[src/rtl/pattern_detect_prog.sv]
// Programmable serial pattern detector: Mealy match, registered match_q, armed flag.
// Define PATTERN_DETECT_MATCH_COUNT_EN to build the saturating match counter and cnt_clr.
module pattern_detect_prog #(
  parameter int MAX_LEN = 8,
  parameter int LEN_W   = 4,
  parameter int CNT_W   = 8
) (
  input  logic               clk,
  input  logic               rst_n,
  input  logic               din,
  input  logic               din_valid,
  input  logic               cfg_we,
  input  logic [MAX_LEN-1:0] cfg_pattern,
  input  logic [LEN_W-1:0]   cfg_len,
  input  logic               cfg_overlap,
  input  logic               cnt_clr,
  output logic               match,
  output logic               match_q,
  output logic               armed,
  output logic [CNT_W-1:0]   match_count
);

  localparam logic [LEN_W-1:0] LEN_ONE = LEN_W'(1);
  localparam logic [LEN_W-1:0] LEN_MIN = LEN_W'(2);
  localparam logic [LEN_W-1:0] LEN_RST = LEN_W'(3);
  localparam logic [LEN_W-1:0] LEN_MAX = LEN_W'(MAX_LEN);

  logic [MAX_LEN-1:0] pattern_r;
  logic [MAX_LEN-1:0] history;
  logic [MAX_LEN-1:0] window;
  logic [MAX_LEN-1:0] len_mask;
  logic [LEN_W-1:0]   len_r;
  logic [LEN_W-1:0]   len_clamped;
  logic [LEN_W-1:0]   fill;
  logic               overlap_r;
  logic               hit;
  logic               unused_bits;

  // NOTE: every combinational output gets a default first so no latch is inferred.
  always_comb begin
    len_clamped = cfg_len;
    if (cfg_len < LEN_MIN) begin
      len_clamped = LEN_MIN;
    end else if (cfg_len > LEN_MAX) begin
      len_clamped = LEN_MAX;
    end
  end

  // Only the low len bits of the candidate window take part in the compare.
  always_comb begin
    len_mask = '0;
    for (int i = 0; i < MAX_LEN; i++) begin
      len_mask[i] = (i < int'(len_r));
    end
  end

  assign window = {history[MAX_LEN-2:0], din};
  assign hit    = ((window ^ pattern_r) & len_mask) == '0;
  assign armed  = fill >= (len_r - LEN_ONE);
  assign match  = din_valid & ~cfg_we & armed & hit;

  // NOTE: state uses non-blocking assignments so every flop samples pre-edge values.
  always_ff @(posedge clk or negedge rst_n) begin
    if (!rst_n) begin
      pattern_r <= MAX_LEN'(5);
      len_r     <= LEN_RST;
      overlap_r <= 1'b1;
      history   <= '0;
      fill      <= '0;
      match_q   <= 1'b0;
    end else begin
      match_q <= match;
      if (cfg_we) begin
        pattern_r <= cfg_pattern;
        len_r     <= len_clamped;
        overlap_r <= cfg_overlap;
        history   <= '0;
        fill      <= '0;
      end else if (din_valid) begin
        history <= window;
        // Non-overlapping mode restarts the fill so the next match needs len fresh bits.
        if (match && !overlap_r) begin
          fill <= '0;
        end else if (fill != LEN_MAX) begin
          fill <= fill + LEN_ONE;
        end
      end
    end
  end

`ifdef PATTERN_DETECT_MATCH_COUNT_EN
  logic [CNT_W-1:0] count_r;

  always_ff @(posedge clk or negedge rst_n) begin
    if (!rst_n) begin
      count_r <= '0;
    end else if (cnt_clr) begin
      count_r <= match ? CNT_W'(1) : '0;
    end else if (match && (count_r != '1)) begin
      count_r <= count_r + CNT_W'(1);
    end
  end

  assign match_count = count_r;
  assign unused_bits = history[MAX_LEN-1];
`else
  assign match_count = '0;
  assign unused_bits = history[MAX_LEN-1] ^ cnt_clr;
`endif

endmodule

[config.mk]
export PLATFORM = sky130hd
export DESIGN_NAME = pattern_detect_prog
export DESIGN_NICKNAME = d
export VERILOG_FILES = /design/src/rtl/pattern_detect_prog.sv
export SDC_FILE = /design/constraint.sdc
export NUM_CORES = 1
export LEC_CHECK = 0
export CORE_AREA = 2 2 59 61
export DETAILED_ROUTE_END_ITERATION = 10
export DIE_AREA = 0 0 61 63
export PLACE_DENSITY = 0.75
export SYNTH_ARGS = -nofsm -noshare
export SYNTH_HDL_FRONTEND = slang
export SYNTH_SLANG_ARGS = --single-unit
[constraint.sdc]
create_clock -name clk -period 2.55 [get_ports clk]
set_clock_uncertainty 0.2 [all_clocks]
set_input_delay 0.255 -clock clk [delete_from_list [all_inputs] [get_ports clk]]
set_output_delay 0.255 -clock clk [all_outputs]
set_load 0.05 [all_outputs]
==> reports/summary.log <==
INFO  cts            clkSlewWorstSetupHoldPaths=140ps
INFO  setup_path     crit_path_end_kind=output port
INFO  setup_path     regToRegEndpoint=fill[3]$_DFFE_PN0P_
INFO  setup_path     path_class=reg -> out
INFO  die            floorplan.io_pins=30
INFO  status         run_status=finished, violations left
INFO  die            num_rows=21
INFO  synthesis      number_of_synthesized_flops_with_an_enable_pin=0
INFO  drt            detailedRoute.firstPassIterationCount=5
INFO  power          power.ir.vdd_worst=0.335mV
INFO  sta            final-setup-viol-count=3
INFO  cts            cts.sink_count=25
INFO  drt            post_drt_via_cell_ratio=5.10
INFO  grt            grt_antenna_before_repair=0
INFO  place          port_buffers=20
INFO  final_layout   layout.nets=215
INFO  drt            post_route_ant_nets=0
INFO  die            height_of_the_chip=63um
INFO  setup_path     worst_r2r_path_depth=12
INFO  final_layout   ant_diodes=0
INFO  drt            routed_wirelength=3.21mm
INFO  sta            fin_setup_tns=-568ps
INFO  cts            clock_insertion_delay_at_the_later_pin_of_the_skew_report=320ps
INFO  synthesis      syn_area=0.00155mm2
INFO  synthesis      synth.avg_cell_area=10.2um2
INFO  synthesis      synthCells=151
INFO  synthesis      yosysWarnings=0
INFO  cts            tritoncts.num_buffers=3
INFO  sta            layout_worst_path_cycle_share=112%
INFO  die            start_util=47.9%
INFO  place          place_congestion=0.775
INFO  final_layout   final_common_cell=sky130_fd_sc_hd__dfrtp_1
INFO  sta            max_clock_freq=349MHz
INFO  cts            cts_buffer_depth=2
INFO  drt            drc=0
INFO  die            die-area=0.00384mm2
INFO  setup_path     setup.reg_to_reg.worst_slack=-20ps
INFO  sta            hold_ws=76.4ps
INFO  die            core=0.00323mm2
INFO  flow_run       cap_violations=0
INFO  power          power_density=467mW/mm2
INFO  synthesis      synth_async_sr_flop_share=100%
INFO  sta            hold_violations=0
INFO  synthesis      yosys_register_bits=25
INFO  setup_path     cp_data_arrival_time=2410ps
INFO  synthesis      yosys.cell_types.count=41
INFO  grt            first_pass_grt_wire_length=5.70mm
INFO  setup_path     worst_ep_required_time=2100ps
INFO  grt            grtUsageTotal=19.5%
INFO  setup_path     crit_start=len_r[1]$_DFFE_PN1P_
INFO  final_layout   final_cell_mix=sky130_fd_sc_hd__dfrtp_1, sky130_fd_sc_hd__clkdlybuf4s50_1, sky130_fd_sc_hd__buf_4, sky130_fd_sc_hd__nor2_1
INFO  grt            via_count_of_the_first_global_routing_pass=1278
INFO  cts            cts_max_level=1
INFO  cts            postCtsHoldBufs=0
INFO  setup_path     timing.rr.start=len_r[1]$_DFFE_PN1P_
INFO  cts            cts.root.buffer_cell=sky130_fd_sc_hd__clkbuf_4
INFO  sta            fin_crit=2860ps
INFO  setup_path     timing.critical_path.from_type=register
INFO  setup_path     timing.critical_path.fanout_max=3
INFO  status         failing_checks=setup timing
INFO  drt            avgRoutedWirePerCell=13.8um
INFO  final_layout   drive_above_1_share=24.2%
INFO  die            fp.dieW=61um
INFO  final_layout   flow.area_growth_from_synthesis=26.7%
INFO  drt            vias_after_detailed_routing=1183
INFO  drt            drt-initial-drc-count=16
INFO  final_layout   fin_util=60.7%
INFO  synthesis      synth_ff_type=sky130_fd_sc_hd__dfrtp_1
INFO  cts            tritoncts=done
INFO  synthesis      yosysSeqAreaShare=40.8%
INFO  grt            largest_net_degree_at_the_start_of_global_routing=26
INFO  grt            grt_overflow_total=0
INFO  sta            fin_ws=-315ps
INFO  place          dpl.hpwl=2.33mm
INFO  min_path       min-delay-path-class=in -> async
INFO  power          leakage_power=0.000906uW
INFO  place          detailedPlace.worstSlack=40.9ps
INFO  sta            final-max-slew-violation-count=0
INFO  sta            unrepaired_setup_endpoints_after_global_routing=yes
INFO  setup_path     critPathCapture=match
==> Yosys cell counts (all sizes together) (2+ instances only) <==
master	n	share of area, %
ha	9	7.3
a21oi	8	2.8
nand2	9	2.2
nor2	14	3.4
nor2b	2	0.81
mux2	9	6.5
dfstp	5	8.5
nand2b	2	0.81
xor2	6	3.4
a221oi	3	2.5
nand3	3	0.97
dfrtp	20	32
o21ai	8	2.6
nor3	2	0.65
inv	9	2.2
xnor2	4	2.3
mux2i	9	5.8
buf	11	5.3
clkbuf	3	0.73
==> timing repair <==
item,CTS,global route
cloned,0,0
setup buffers,10,5
setup endpoints to repair,2,7
gates resized for setup,4,5
pin swaps,5,7
==> routing by layer <==
metal	part of all wire, %	vias to the layer above	track usage [%]	wire length [um]
met5	0	-	0	0
met4	1.7	0	8.42	54
met3	2.5	6	1.86	81
met2	52	23	32.9	1660
met1	44	579	24.6	1410
li1	-	575	-	-
==> through the flow <==
step / instance area [um2] / total power, uW / std cells
2_1_floorplan: 1590 / 625 / 158
3_3_place_gp: 1820 / 688 / 216
3_5_place_dp: 1820 / 700 / 216
4_1_cts: 1930 / 909 / 230
5_1_grt: 1960 / 969 / 232
6_report: 1960 / 915 / 232
==> worst min-delay path by stage <==
stage,slack [ps],depth (start not counted),to
floorplan,-240,0,fill[0]$_DFFE_PN0P_
global placement,290,1,pattern_r[6]$_DFFE_PN0P_
detailed placement,300,1,pattern_r[7]$_DFFE_PN0P_
CTS,70,2,pattern_r[7]$_DFFE_PN0P_
global route,100,2,pattern_r[7]$_DFFE_PN0P_
finish,80,2,pattern_r[3]$_DFFE_PN0P_
==> cell type report <==
class,instances,area [um2]
clock inverters,1,5.00
fillers,270,1270
clock buffers,3,22.5
flip-flops and latches,25,632
multi-input cells,110,846
well taps,46,57.6
repair buffers,38,359
inverters,9,38.8
==> where the power goes <==
part	internal, uW	switching (uW)
clock network	58.8	122
logic	138	145
registers	426	25.5
total	624	292
==> critical path, stage by stage (launching register included) <==
cell and delay, ps:
sky130_fd_sc_hd__dfstp_2 590, sky130_fd_sc_hd__inv_4 50, sky130_fd_sc_hd__ha_4 160, sky130_fd_sc_hd__xnor2_2 130
sky130_fd_sc_hd__ha_1 280, sky130_fd_sc_hd__o21a_1 110, sky130_fd_sc_hd__nor2_1 40, sky130_fd_sc_hd__a21o_1 190
sky130_fd_sc_hd__nor4b_4 360, sky130_fd_sc_hd__buf_12 180
==> registers in the layout, indices dropped and copies added (netlist names) <==
signal / cells
fill: 4
history: 7
len_r: 4
match_q: 1
overlap_r: 1
pattern_r: 8
==> cell families (layout without fill, tap and decap cells) <==
group / after synthesis / after routing / share of synthesized area, %
simple gates: 37 / 37 / 12.4
compound gates: 28 / 28 / 13.1
flops: 25 / 25 / 40.8
buf+inv: 23 / 51 / 8.16
mux: 18 / 18 / 12.4
xor+xnor: 10 / 10 / 5.66
fa+ha+maj: 9 / 9 / 7.28
other cells: 1 / 8 / 0.242
No activity file was read; power rests on OpenSTA's default activity.
